==> src/rtl/uart_pkg.sv <==
// rtl/uart_pkg.sv - UART shared types: FSM states, baud divider, parity selects.
package uart_pkg;

  typedef enum logic [2:0] {
    ST_IDLE   = 3'd0,
    ST_START  = 3'd1,
    ST_DATA   = 3'd2,
    ST_PARITY = 3'd3,
    ST_STOP   = 3'd4
  } uart_state_e;

  localparam logic PAR_EVEN = 1'b0;
  localparam logic PAR_ODD  = 1'b1;

  // Same truncating division as the helm_uart baud generator so tx and rx bit periods match.
  function automatic int baud_clk_cnt(input int ref_clk_freq, input int baud_rate);
    return ref_clk_freq / baud_rate;
  endfunction

  function automatic logic parity_bit(input logic [7:0] data, input logic odd_sel);
    return (^data) ^ odd_sel;
  endfunction

endpackage

==> src/rtl/uart_tx_ser_if.sv <==
// rtl/uart_tx_ser_if.sv - host byte handshake into the UART transmitter.
interface uart_tx_ser_if;
  logic [7:0] tx_data;
  logic       tx_valid;
  logic       tx_ready;

  modport master (output tx_data, output tx_valid, input tx_ready);
  modport slave  (input tx_data, input tx_valid, output tx_ready);
endinterface

==> src/rtl/uart_tx_fifo.sv <==
// rtl/uart_tx_fifo.sv - synchronous FIFO; a push into a full FIFO is dropped even when popping.
module uart_tx_fifo #(
  parameter int DEPTH = 4,
  parameter int WIDTH = 8
) (
  input  logic                     clk,
  input  logic                     rst_b,
  input  logic                     push,
  input  logic                     pop,
  input  logic [WIDTH-1:0]         wdata,
  output logic [WIDTH-1:0]         rdata,
  output logic [$clog2(DEPTH):0]   level,
  output logic                     full,
  output logic                     empty
);
  localparam int AW = $clog2(DEPTH);

  logic [WIDTH-1:0] mem [DEPTH];
  logic [AW-1:0]    wr_ptr;
  logic [AW-1:0]    rd_ptr;
  logic             do_push;
  logic             do_pop;

  assign full    = (level == (AW+1)'(DEPTH));
  assign empty   = (level == '0);
  assign do_push = push && !full;
  assign do_pop  = pop && !empty;
  assign rdata   = mem[rd_ptr];

  always_ff @(posedge clk) begin
    if (do_push) mem[wr_ptr] <= wdata;
  end

  always_ff @(posedge clk) begin
    if (!rst_b) begin
      wr_ptr <= '0;
      rd_ptr <= '0;
      level  <= '0;
    end else begin
      if (do_push) wr_ptr <= wr_ptr + 1'b1;
      if (do_pop)  rd_ptr <= rd_ptr + 1'b1;
      case ({do_push, do_pop})
        2'b10:   level <= level + 1'b1;
        2'b01:   level <= level - 1'b1;
        default: level <= level;
      endcase
    end
  end
endmodule

==> src/rtl/uart_tx_ser.sv <==
// rtl/uart_tx_ser.sv - buffered UART transmitter, LSB first, optional parity, 1 or 2 stop bits.
module uart_tx_ser
  import uart_pkg::*;
#(
  parameter int REF_CLK_FREQ   = 50000000,
  parameter int UART_BAUD_RATE = 115200,
  parameter int CLK_CNT_BIT    = 16,
  parameter int PARITY_EN      = 0,
  parameter int PARITY_ODD     = 0,
  parameter int STOP_BITS      = 1,
  parameter int FIFO_DEPTH     = 4
) (
  input  logic                          clk,
  input  logic                          rst_b,
  input  logic                          tx_en,
  uart_tx_ser_if.slave                  host,
  output logic                          txd,
  output logic                          tx_busy,
  output logic                          tx_done,
  output logic [$clog2(FIFO_DEPTH):0]   fifo_level
);
  localparam int BAUD_CLK_CNT = baud_clk_cnt(REF_CLK_FREQ, UART_BAUD_RATE);
  localparam logic [CLK_CNT_BIT-1:0] BIT_RELOAD = CLK_CNT_BIT'(BAUD_CLK_CNT - 1);
  localparam logic PAR_SEL = (PARITY_ODD != 0) ? PAR_ODD : PAR_EVEN;

  uart_state_e             state;
  logic [CLK_CNT_BIT-1:0]  bit_cnt;
  logic [2:0]              bit_idx;
  logic                    stop_idx;
  logic [7:0]              data_q;
  logic [7:0]              fifo_rdata;
  logic                    fifo_full;
  logic                    fifo_empty;
  logic                    bit_end;
  logic                    last_stop;
  logic                    pop;

  assign bit_end       = (bit_cnt == '0);
  assign last_stop     = (STOP_BITS < 2) || stop_idx;
  assign pop           = tx_en && !fifo_empty &&
                         ((state == ST_IDLE) || ((state == ST_STOP) && bit_end && last_stop));
  assign host.tx_ready = !fifo_full;

  uart_tx_fifo #(.DEPTH(FIFO_DEPTH), .WIDTH(8)) u_fifo (
    .clk   (clk),
    .rst_b (rst_b),
    .push  (host.tx_valid),
    .pop   (pop),
    .wdata (host.tx_data),
    .rdata (fifo_rdata),
    .level (fifo_level),
    .full  (fifo_full),
    .empty (fifo_empty)
  );

  always_ff @(posedge clk) begin
    if (!rst_b) begin
      state    <= ST_IDLE;
      bit_cnt  <= '0;
      bit_idx  <= '0;
      stop_idx <= 1'b0;
      data_q   <= '0;
      txd      <= 1'b1;
      tx_busy  <= 1'b0;
      tx_done  <= 1'b0;
    end else begin
      // Raised one cycle early so the pulse covers the last cycle of the final stop bit.
      tx_done <= (state == ST_STOP) && last_stop && (bit_cnt == CLK_CNT_BIT'(1));
      if (state != ST_IDLE) bit_cnt <= bit_end ? BIT_RELOAD : bit_cnt - 1'b1;

      case (state)
        ST_IDLE: begin
          txd <= 1'b1;
          if (pop) begin
            data_q  <= fifo_rdata;
            bit_cnt <= BIT_RELOAD;
            txd     <= 1'b0;
            tx_busy <= 1'b1;
            state   <= ST_START;
          end
        end
        ST_START: if (bit_end) begin
          txd     <= data_q[0];
          bit_idx <= 3'd0;
          state   <= ST_DATA;
        end
        ST_DATA: if (bit_end) begin
          bit_idx <= bit_idx + 3'd1;
          if (bit_idx == 3'd7) begin
            if (PARITY_EN != 0) begin
              txd   <= parity_bit(data_q, PAR_SEL);
              state <= ST_PARITY;
            end else begin
              txd      <= 1'b1;
              stop_idx <= 1'b0;
              state    <= ST_STOP;
            end
          end else begin
            txd <= data_q[bit_idx + 3'd1];
          end
        end
        ST_PARITY: if (bit_end) begin
          txd      <= 1'b1;
          stop_idx <= 1'b0;
          state    <= ST_STOP;
        end
        ST_STOP: if (bit_end) begin
          if (!last_stop) begin
            stop_idx <= 1'b1;
          end else if (pop) begin
            data_q <= fifo_rdata;
            txd    <= 1'b0;
            state  <= ST_START;
          end else begin
            tx_busy <= 1'b0;
            state   <= ST_IDLE;
          end
        end
        default: begin
          txd     <= 1'b1;
          tx_busy <= 1'b0;
          state   <= ST_IDLE;
        end
      endcase
    end
  end
endmodule

==> src/flat_wrapper.sv <==
// flat-port wrapper written by rule: the top's interface ports become plain ports
module uart_tx_ser_flat import uart_pkg::*;
#(
  parameter int REF_CLK_FREQ   = 50000000,
  parameter int UART_BAUD_RATE = 115200,
  parameter int CLK_CNT_BIT    = 16,
  parameter int PARITY_EN      = 0,
  parameter int PARITY_ODD     = 0,
  parameter int STOP_BITS      = 1,
  parameter int FIFO_DEPTH     = 4
)
  (clk, rst_b, tx_en, txd, tx_busy, tx_done, fifo_level, host_tx_data, host_tx_valid, host_tx_ready);
  uart_tx_ser_if host_i ();
  input  logic clk;
  input  logic rst_b;
  input  logic tx_en;
  output logic txd;
  output logic tx_busy;
  output logic tx_done;
  output logic [$clog2(FIFO_DEPTH):0] fifo_level;
  input wire logic [$bits(host_i.tx_data)-1:0] host_tx_data;
  input wire logic [$bits(host_i.tx_valid)-1:0] host_tx_valid;
  output wire logic [$bits(host_i.tx_ready)-1:0] host_tx_ready;
  assign host_i.tx_data = host_tx_data;
  assign host_i.tx_valid = host_tx_valid;
  assign host_tx_ready = host_i.tx_ready;
  uart_tx_ser #(.REF_CLK_FREQ(REF_CLK_FREQ), .UART_BAUD_RATE(UART_BAUD_RATE), .CLK_CNT_BIT(CLK_CNT_BIT), .PARITY_EN(PARITY_EN), .PARITY_ODD(PARITY_ODD), .STOP_BITS(STOP_BITS), .FIFO_DEPTH(FIFO_DEPTH)) u_core (.clk(clk), .rst_b(rst_b), .tx_en(tx_en), .host(host_i), .txd(txd), .tx_busy(tx_busy), .tx_done(tx_done), .fifo_level(fifo_level));
endmodule
==> config.mk <==
export PLATFORM = sky130hd
export DESIGN_NAME = uart_tx_ser_flat
export DESIGN_NICKNAME = d
export VERILOG_FILES = /design/src/rtl/uart_pkg.sv /design/src/rtl/uart_tx_ser_if.sv /design/src/rtl/uart_tx_fifo.sv /design/src/rtl/uart_tx_ser.sv /design/src/flat_wrapper.sv
export SDC_FILE = /design/constraint.sdc
export NUM_CORES = 1
export LEC_CHECK = 0
export CAP_MARGIN = 30
export CORE_ASPECT_RATIO = 1.1
export CORE_MARGIN = 10
export CORE_UTILIZATION = 45
export DETAILED_ROUTE_END_ITERATION = 6
export PLACE_DENSITY_LB_ADDON = 0.2
export SETUP_SLACK_MARGIN = 0.05
export SKIP_CTS_REPAIR_TIMING = 1
export SLEW_MARGIN = 15
export SYNTH_ARGS = -nofsm -noshare
export SYNTH_HDL_FRONTEND = slang
export SYNTH_SLANG_ARGS = --single-unit
==> constraint.sdc <==
create_clock -name clk -period 3.3 [get_ports clk]
set_clock_uncertainty 0.05 [all_clocks]
set_input_delay 0.66 -clock clk [delete_from_list [all_inputs] [get_ports clk]]
set_output_delay 0.66 -clock clk [all_outputs]
set_load 0.01 [all_outputs]
Word-level counts from Yosys, hierarchy flattened --
Memories as Yosys holds them, arrays and structs flattened. A register that Yosys moved wholly into a read port is not among the register bits. Cells that the tools add are included.
Word-level totals: register bits after elaboration 40, RAM bits 32, input port bits 12, output and inout port bits 7, logic and storage cells 95, memories 1
Operators by class: add/sub/neg operators 6, magnitude comparators 1, equal/unequal tests 17, muxes and demuxes 37, bitwise operators 1, reductions and logical operators 22
Memories:
- u_core.u_fifo.mem | words 4, width 8, rd ports 1, clocked after memory_dff 1, write ports 1, RTL line uart_tx_fifo.sv:18 | logic [WIDTH-1:0] mem [DEPTH];
Operators with widths (number):
- 16-bit 2-to-1 mux | 4
- 3-bit 2-to-1 mux | 8
- 16-bit by 1-bit equality test with 1-bit output (second input constant) | 1
- 16-bit logical NOT | 1
- 8-bit 2-to-1 mux | 2
- 8-bit case mux with 2 select lines | 1
- 16-bit by 1-bit subtractor with 16-bit output (second input constant) | 1
- 3-bit case mux with 5 select lines | 1
- 1-bit 2-to-1 mux | 14
- 3-bit case mux with 2 select lines | 2
- 2-bit by 1-bit inequality test with 1-bit output (second input constant) | 5
- 3-bit equality test (second input constant) | 3
- 3-bit by 1-bit adder with 3-bit output (second input constant) | 2
- 3-bit by 2-bit equality test with 1-bit output (second input constant) | 2
- 1-bit logical AND | 6
- 3-bit logical NOT | 2
- 2-bit inequality test (second input constant) | 3
- 6-bit AND reduction | 1
- 2-bit nonzero test | 3
- 1-bit case mux with 5 select lines | 1
- 5-bit AND reduction | 1
- 2-bit by 1-bit adder with 2-bit output (second input constant) | 2
- 3-bit by 4-bit less-than comparator with 1-bit output (second input constant) | 1
- 2-bit 2-to-1 mux | 2
- 14 further kinds | 15

Logic depth before layout (Yosys ltp) --
Gate-level depths: netlist of the first run.
depth in word-level cells 7, depth in mapped cells 13, gate-level depth less buffers 12

By module --
Synthesis of the first run repeated with hierarchy kept, for this count alone.
Unflattened totals: cell total of the unflattened synthesis 294, area total of the unflattened synthesis 3400.8 um^2
By module, submodules not included:
- uart_tx_ser | instances 1, cells an instance 198, area each 1756.7 um^2, seq. area each 660.6 um^2
- uart_tx_fifo | instances 1, cells an instance 96, area each 1644.1 um^2, seq. area each 1141.1 um^2

Worst setup path before layout of the first run --
Ideal clock, no wire load.
path type in2reg, start input port tx_en, end register u_core.u_fifo.level[2], library setup time 70 ps, arrival time 2645 ps, required time 3180 ps, setup slack 534 ps, stages 10, buffers on the path 0, path through o31ai_1 > nor3_1 > o21ai_4 > clkinv_2 > ha_1 > inv_1 > fa_1 > xor2_1 > or3_1 > a21oi_1
On the way: word-level cells in the longest chain between the ends 5, elaborated cells on any way between the ends 7, classes of those cells eq/ne: 2; mux: 1; reduce/logical: 4
RTL lines:
- start, declared | RTL line flat_wrapper.sv:16 | input logic tx_en;
- 1-bit logical AND * (2 in a row) | RTL line uart_tx_ser.sv:40 | assign pop = tx_en && !fifo_empty &&
- 1-bit logical AND * | RTL line uart_tx_fifo.sv:27 | assign do_pop = pop && !empty;
- named net u_core.u_fifo.do_pop | RTL line uart_tx_fifo.sv:22 | logic do_pop;
- 2-bit by 1-bit equality test with 1-bit output or 2-bit equality test (tied branches) | RTL line uart_tx_fifo.sv:42 | case ({do_push, do_pop})
- 3-bit case mux with 2 select lines or 2-bit nonzero test (tied branches)
- end signal, assigned | RTL line uart_tx_fifo.sv:43 | 2'b10: level <= level + 1'b1;
- end signal, assigned | RTL line uart_tx_fifo.sv:44 | 2'b01: level <= level - 1'b1;
- end signal, assigned | RTL line uart_tx_fifo.sv:45 | default: level <= level;
- end, declared | RTL line uart_tx_fifo.sv:12 | output logic [$clog2(DEPTH):0] level,
Mark *: on every way through the listed nets, which the timed path passes. The rest lies on a longest branch. A chain may end at the register's enable or synchronous reset.

Worst setup path after layout of the first run --
start register u_core.bit_cnt[0], end register u_core.u_fifo.level[2]
On the way: word-level cells in the longest chain between the ends 7, elaborated cells on any way between the ends 9, classes of those cells eq/ne: 2; mux: 1; reduce/logical: 6
RTL lines:
- start, declared | RTL line uart_tx_ser.sv:27 | logic [CLK_CNT_BIT-1:0] bit_cnt;
- start signal, assigned | RTL line uart_tx_ser.sv:69 | if (state != ST_IDLE) bit_cnt <= bit_end ? BIT_RELOAD : bit_cnt - 1'b1;
- 16-bit logical NOT * | RTL line uart_tx_ser.sv:38 | assign bit_end = (bit_cnt == '0);
- 1-bit logical AND * | RTL line uart_tx_ser.sv:41 | ((state == ST_IDLE) || ((state == ST_STOP) && bit_end && last_stop));
- 1-bit logical OR * | RTL line uart_tx_ser.sv:41
- 1-bit logical AND * | RTL line uart_tx_ser.sv:40
- 1-bit logical AND * | RTL line uart_tx_fifo.sv:27
- named net u_core.u_fifo.do_pop | RTL line uart_tx_fifo.sv:22
- 2-bit by 1-bit equality test with 1-bit output or 2-bit equality test (tied branches) | RTL line uart_tx_fifo.sv:42
- 3-bit case mux with 2 select lines or 2-bit nonzero test (tied branches)
Marks and branches as above.

==> results of run 1 <==
## registers in the layout (all words and copies together), names as in the netlist, named ones only
register              cells
u_core.u_fifo.level       3
u_core.u_fifo.mem        32
u_core.bit_cnt           16
u_core.data_q             8
u_core.state              3
u_core.u_fifo.wr_ptr      2
u_core.tx_done            1
u_core.u_fifo.rd_ptr      2
u_core.txd                1
u_core.bit_idx            3
u_core.tx_busy            1
## layer usage
layer | global-route usage (%) | share of wire (%) | vias to the layer above
li1 | - | - | 1130
met1 | 15.0 | 46 | 1077
met2 | 20.5 | 48 | 48
met3 | 2.70 | 3.4 | 12
met4 | 5.78 | 2.3 | 0
met5 | 0 | 0 | -
## cell usage after synthesis, types with 3 or more instances
| cell | instances | area [sq um] |
|---|---|---|
| nor2_1 | 27 | 101 |
| xor2_1 | 4 | 35.0 |
| o211ai_1 | 4 | 30.0 |
| xnor2_1 | 7 | 61.3 |
| o211a_1 | 3 | 30.0 |
| dfxtp_1 | 42 | 841 |
| edfxtp_1 | 32 | 961 |
| nand2_1 | 27 | 101 |
| nor4_1 | 6 | 37.5 |
| mux4_2 | 10 | 225 |
| inv_1 | 10 | 37.5 |
| a21oi_1 | 23 | 115 |
| o21ai_0 | 3 | 15.0 |
| o21bai_1 | 3 | 22.5 |
| and3_1 | 4 | 25.0 |
| nor2b_1 | 3 | 18.8 |
| nor3b_1 | 3 | 22.5 |
| nor3_1 | 11 | 55.1 |
| a31oi_1 | 5 | 31.3 |
| ha_1 | 9 | 113 |
| or3_1 | 5 | 31.3 |
| clkbuf_1 | 7 | 26.3 |
| nand3_1 | 9 | 45.0 |
| o31ai_1 | 5 | 37.5 |
## final timing paths
kind / startpoint / endpoint / slack, ns
setup / recovery: u_core.bit_cnt[0] / u_core.u_fifo.level[2] / 0.44
hold / removal: u_core.data_q[4] / u_core.data_q[4] / 0.41
setup reg to reg: u_core.bit_cnt[0] / u_core.u_fifo.level[2] / 0.44
hold reg to reg: u_core.data_q[4] / u_core.data_q[4] / 0.41
## logic make-up (layout without fill, tap and decap cells)
logic type               count (synthesis)  after routing  share of synthesized area [%]
AND/OR/NAND/NOR                        107            107                           16.6
flip-flops                              74             74                           54.9
AO/OA/AOI/OAI                           57             57                           11.6
buffers and inverters                   21             49                           2.55
multiplexers                            12             12                           7.47
XOR/XNOR                                11             11                           2.93
adder cells (fa/ha/maj)                 10             10                           4.04
## layout by cell type, fill, tap and decap left out, types with 2 or more instances in the layout
cell type,count
dfxtp_1,42
edfxtp_1,32
nand2_1,27
nor2_1,27
a21oi_1,23
clkdlybuf4s50_1,18
nor3_1,11
inv_1,10
mux4_2,10
nand3_1,9
ha_1,9
clkbuf_8,9
xnor2_1,7
nor4_1,6
o31ai_1,5
or3_1,5
a31oi_1,5
and3_1,4
xor2_1,4
o211ai_1,4
buf_4,4
nor3b_1,3
clkinv_2,3
o21ai_0,3
o21bai_1,3
o211a_1,3
nor2b_1,3
and2_1,2
mux2i_1,2
a32oi_1,2
nand4_1,2
a211oi_1,2
bufinv_16,2
clkinvlp_4,2
## worst reg2reg max path, delay by kind of cell, from the launching register on
family / cells / cell delay [ns]
AND/OR/NAND/NOR: 3 / 0.93
adder cells (fa/ha/maj): 3 / 0.75
flip-flops: 1 / 0.36
buffers and inverters: 3 / 0.29
AO/OA/AOI/OAI: 2 / 0.25
XOR/XNOR: 1 / 0.16
## metrics by stage
step | utilization, % | hold WS (ns) | instances | cell area [sq um]
5_1_grt | 53.6 | 0.444 | 405 | 3780
3_5_place_dp | 50.5 | 0.397 | 389 | 3560
6_report | 53.6 | 0.412 | 405 | 3780
4_1_cts | 53.6 | 0.412 | 405 | 3780
3_3_place_gp | 50.5 | 0.399 | 389 | 3560
2_1_floorplan | - | 0.383 | 292 | 3280
## power by group
| part | internal (mW) | total, mW | switching [mW] |
|---|---|---|---|
| sequential | 1.15 | 1.35 | 0.206 |
| combinational | 0.578 | 1.34 | 0.759 |
| clock | 0.424 | 0.764 | 0.340 |
## layout make-up
cell class	instances	area share, %
Multi-Input combinational cell	197	37.0
Inverter	11	1.13
Clock inverter	7	2.48
Clock buffer	9	3.28
Sequential cell	74	47.7
Timing Repair Buffer	22	5.56
Tap cell	85	2.82
==> results.py, run 1 <==
metrics = {
    "sta": {
        "min_period_ns": 2.86,
        "worstMarginPinSlew_ns": 0.641,
        "hold_viol_final": 0,
        "setup_slack_ns": 0.441,
        "relSlewSlack_pct": 57.1,
        "fmax_mhz": 350,
        "post-route-period-util_pct": 86.6,
        "finalSetupViolCount": 0,
        "drv_slew": 0,
        "finalSetupTns_ns": 0,
        "rsz0062_at_grt": "false",
    },
    "cells_and_area": {
        "fillers": 609,
        "final_nets": 337,
        "drive_gt1_share_pct": 11.3,
        "n_antenna_cell": 0,
        "seq_area_sq_um": 1800,
        "multi_input_area_sq_um": 1400,
        "area_growth_pct": 15.0,
    },
    "global_routing": {
        "grt_usage_pct": 12.3,
        "grt_pass1_wl_microns": 11000,
        "grt_overflow": 0,
        "grt_start_max_net_pins": 29,
        "grt_pass1_vias": 2292,
        "antenna_found_initial": 0,
    },
    "drt": {
        "vias": 2267,
        "drtPass1Iterations": 6,
        "totalWireLength_microns": 6330,
        "first_iter_violations": 97,
        "postRouteAntennaNets": 0,
        "routedWlPerCell_microns": 15.6,
        "viasPerCell": 5.60,
        "drc": 0,
    },
    "worst_setup_path": {
        "cp.arrival_ns": 3.09,
        "crit_type": "register to register",
        "worst-path-max-fanout": 10,
        "required_ns": 3.53,
        "cp-start-kind": "register",
        "cp.depth": 12,
        "cp_cell_sequence": "inv_1 > ha_1 > nor3b_1 > and4_1 > o21ai_4 > clkinv_2 > ha_1 > inv_1 > fa_1 > xor2_1 > or3_1 > a21oi_1",
        "worstRegToRegCells": 12,
        "slowest_delay_ns": 0.37,
        "crit_family": "simple AND/OR/NAND/NOR gates",
        "cp_slowest_cell": "fa_1",
        "critPathBufInv": 3,
        "crit_path_end_kind": "register",
    },
    "clock_tree": {
        "numCtsBuffers": 9,
        "clock_latency_ns": 0.34,
        "path_clk_slew_ns": 0.08,
        "clock-root-buffer": "clkbuf_8",
        "h-tree-depth": 3,
        "cts_buffer_depth": 2,
        "cts.sinks": 74,
        "cts_tree": "built",
    },
    "power_and_ir_drop": {
        "p_total_mw": 3.45,
        "p_leak_nw": 1.35,
        "ir_drop_v": 0.000375,
        "p_per_area_nw_per_um2": 914,
    },
    "logic_synthesis": {
        "synth-seq-cells": 74,
        "synth_nets": 314,
        "ys.warnings.count": 0,
        "post_synth_num_cell_types": 48,
        "synth_edf_count": 32,
        "seq_area_frac_synth_pct": 54.9,
        "avgSynthCellArea_sq_um": 11.2,
        "syn_area_sq_um": 3280,
        "synth_flop_cell": "dfxtp_1",
        "synthArstFlopShare_pct": 0,
        "syn_inst": 292,
    },
    "floorplan": {
        "die_x_microns": 101,
        "die_y_microns": 110,
        "core_area_sq_um": 7050,
        "io_pins": 19,
        "initial_utilization_pct": 46.6,
        "dieArea_sq_um": 11100,
        "fp-row-count": 32,
    },
    "place": {
        "io_buffer_count": 18,
        "dpl_worst_slack_ns": 0.0392,
        "hpwl_microns": 4460,
        "place_congestion": 0.825,
    },
    "worst_hold_path": {
        "worstHoldPathCells": 2,
        "hold_class": "register to register",
    },
    "status": {
        "outcome": "complete, no violations",
    },
    "run": {
        "cap_violations": 0,
    },
}
No activity file was read; power rests on OpenSTA's default activity.
==> inputs of run 2 (changes only) <==
--- a/config.mk
+++ b/config.mk
@@ -7,13 +7,11 @@
 export LEC_CHECK = 0
 export CAP_MARGIN = 30
 export CORE_ASPECT_RATIO = 1.1
-export CORE_MARGIN = 10
 export CORE_UTILIZATION = 45
 export DETAILED_ROUTE_END_ITERATION = 6
 export PLACE_DENSITY_LB_ADDON = 0.2
 export SETUP_SLACK_MARGIN = 0.05
-export SKIP_CTS_REPAIR_TIMING = 1
-export SLEW_MARGIN = 15
+export SLEW_MARGIN = 20
 export SYNTH_ARGS = -nofsm -noshare
 export SYNTH_HDL_FRONTEND = slang
 export SYNTH_SLANG_ARGS = --single-unit
==> results.py, run 2 (synthesis results as in run 1) <==
metrics = {
    "clock_tree": {
        "ctsHoldBuffers": 0,
        "clock-root-buffer": "clkbuf_8",
        "path_clk_slew_ns": 0.07,
        "cts.sinks": 74,
        "clock_latency_ns": 0.34,
        "numCtsBuffers": 9,
        "post_cts_resized": 0,
        "h-tree-depth": 3,
        "cts_buffer_depth": 2,
        "post_cts_buffers": 0,
        "cts_tree": "built",
    },
    "drt": {
        "drc": 0,
        "viasPerCell": 5.56,
        "routedWlPerCell_microns": 15.2,
        "drtPass1Iterations": 4,
        "postRouteAntennaNets": 0,
        "totalWireLength_microns": 6170,
        "first_iter_violations": 139,
        "vias": 2257,
    },
    "sta": {
        "worstMarginPinSlew_ns": 0.579,
        "setup_slack_ns": 0.419,
        "rsz0062_at_grt": "false",
        "fmax_mhz": 347,
        "hold_viol_final": 0,
        "relSlewSlack_pct": 61.2,
        "min_period_ns": 2.88,
        "post-route-period-util_pct": 87.3,
        "fin_hold_ws_ns": 0.410,
        "drv_slew": 0,
        "finalSetupViolCount": 0,
        "finalSetupTns_ns": 0,
    },
    "worst_setup_path": {
        "worstRegToRegCells": 12,
        "cp_slowest_cell": "clkdlybuf4s50_1",
        "slowest_delay_ns": 0.47,
        "worst-path-max-fanout": 10,
        "cp.depth": 11,
        "r2r-end": "u_core.u_fifo.level[2]",
        "required_ns": 3.52,
        "cp-startpoint": "tx_en",
        "cp.arrival_ns": 3.10,
        "worstSetupEndpoint": "u_core.u_fifo.level[2]",
        "cp-start-kind": "input port",
        "cp_cell_sequence": "clkdlybuf4s50_1 > o31ai_1 > nor3_1 > o21ai_4 > clkinv_2 > ha_1 > inv_1 > fa_1 > xor2_1 > or3_1 > a21oi_1",
        "r2r_slack_ns": 0.44,
        "crit_type": "input port to register",
        "rr_startpoint": "u_core.bit_cnt[0]",
        "crit_family": "buffers and inverters",
        "critPathBufInv": 3,
        "crit_path_end_kind": "register",
    },
    "status": {
        "outcome": "complete, no violations",
    },
    "power_and_ir_drop": {
        "p_leak_nw": 1.35,
        "netSwitchingPower_mw": 1.28,
        "p_int_mw": 2.09,
        "sequentialPowerShare_pct": 40.2,
        "pwr-share-clk_pct": 20.5,
        "p_sw_share_pct": 38.0,
        "p_comb_share_pct": 39.4,
        "p_per_area_nw_per_um2": 899,
        "ir_drop_v": 0.000422,
    },
    "place": {
        "placed_cell_area_sq_um": 3570,
        "hpwl_microns": 4220,
        "placed_cells": 390,
        "place_congestion": 0.745,
        "dpl_worst_slack_ns": 0.0583,
        "io_buffer_count": 18,
    },
    "cells_and_area": {
        "fin_area_sq_um": 3760,
        "layout_commonest_cell": "dfxtp_1",
        "largest_register_ff_count": 32,
        "seq_area_sq_um": 1800,
        "drive_gt1_share_pct": 10.6,
        "reg.largest.list": "u_core.u_fifo.mem (32), u_core.bit_cnt (16), u_core.data_q (8)",
        "most-common-layout-cells": "dfxtp_1 (42), edfxtp_1 (32), nand2_1 (27), nor2_1 (27), a21oi_1 (23)",
        "multi_input_area_sq_um": 1400,
        "regMostFlops": "u_core.u_fifo.mem",
        "fin_cells": 406,
        "fillers": 633,
        "final_nets": 338,
        "area_growth_pct": 14.4,
        "n_antenna_cell": 0,
    },
    "floorplan": {
        "dieArea_sq_um": 7640,
        "io_pins": 19,
        "die_x_microns": 83.5,
        "initial_utilization_pct": 46.6,
        "core_area_sq_um": 7050,
        "fp-row-count": 32,
        "die_y_microns": 91.6,
    },
    "global_routing": {
        "antenna_found_initial": 0,
        "grt_start_max_net_pins": 29,
        "grt_pass1_wl_microns": 10500,
        "grt_overflow": 0,
        "grt_pass1_vias": 2182,
        "grt_usage_pct": 17.8,
    },
    "worst_hold_path": {
        "hold_class": "register to register",
    },
    "run": {
        "cap_violations": 0,
    },
}
-- run 2: cell count changes in the layout (fill, tap and decap cells not counted) --
cell	previous run	this run
clkbuf_8	9	10
clkinv_4	1	0
clkbuf_1	0	3
buf_4	4	5
bufinv_16	2	1
clkinvlp_4	2	0
-- run 2: how the worst min path moves through the flow --
stage,start,endpoint,depth (start not counted)
after floorplan,u_core.data_q[4],u_core.data_q[4],2
after global placement,u_core.data_q[6],u_core.data_q[6],2
after detailed placement,u_core.data_q[5],u_core.data_q[5],2
after CTS,u_core.data_q[5],u_core.data_q[5],2
after global routing,u_core.data_q[6],u_core.data_q[6],2
final,u_core.data_q[5],u_core.data_q[5],2
-- run 2: layer usage --
layer | up-vias | GRT usage (%) | part of all wire [%] | routed length [microns]
met2 | 31 | 28.0 | 47 | 2880
met4 | 0 | 8.05 | 1.7 | 102
met3 | 8 | 4.55 | 2.9 | 181
li1 | 1132 | - | - | -
met1 | 1086 | 23.0 | 49 | 3010
met5 | - | 0 | 0 | 0
-- run 2: worst reg2reg max path: cells and delay by family (launching register included) --
kind,cells,cell delay [ns]
XOR/XNOR,1,0.16
AO/OA/AOI/OAI,2,0.26
buffers and inverters,3,0.30
flip-flops,1,0.37
adder cells (fa/ha/maj),3,0.78
AND/OR/NAND/NOR,3,0.89
-- run 2: cell type report --
class                           count  share of cell area [%]
Clock buffer                       13                    3.96
Clock inverter                      3                    1.07
Inverter                           11                    1.13
Multi-Input combinational cell    197                    37.2
Sequential cell                    74                    48.0
Tap cell                           85                    2.83
Timing Repair Buffer               23                    5.80
-- run 2: stage by stage --
stage	util [%]	total power [mW]
global route	53.3	3.63
global placement	50.6	2.69
floorplan	-	2.34
finish	53.3	3.37
CTS	53.3	3.39
detailed placement	50.6	2.70
-- run 2: power by group through the flow --
stage / Sequential (mW) / Clock, mW / Combinational (mW)
2_1_floorplan: 1.30 / 0 / 1.04
3_3_place_gp: 1.37 / 0 / 1.32
3_5_place_dp: 1.38 / 0 / 1.33
4_1_cts: 1.36 / 0.705 / 1.33
5_1_grt: 1.39 / 0.742 / 1.49
6_report: 1.36 / 0.690 / 1.33
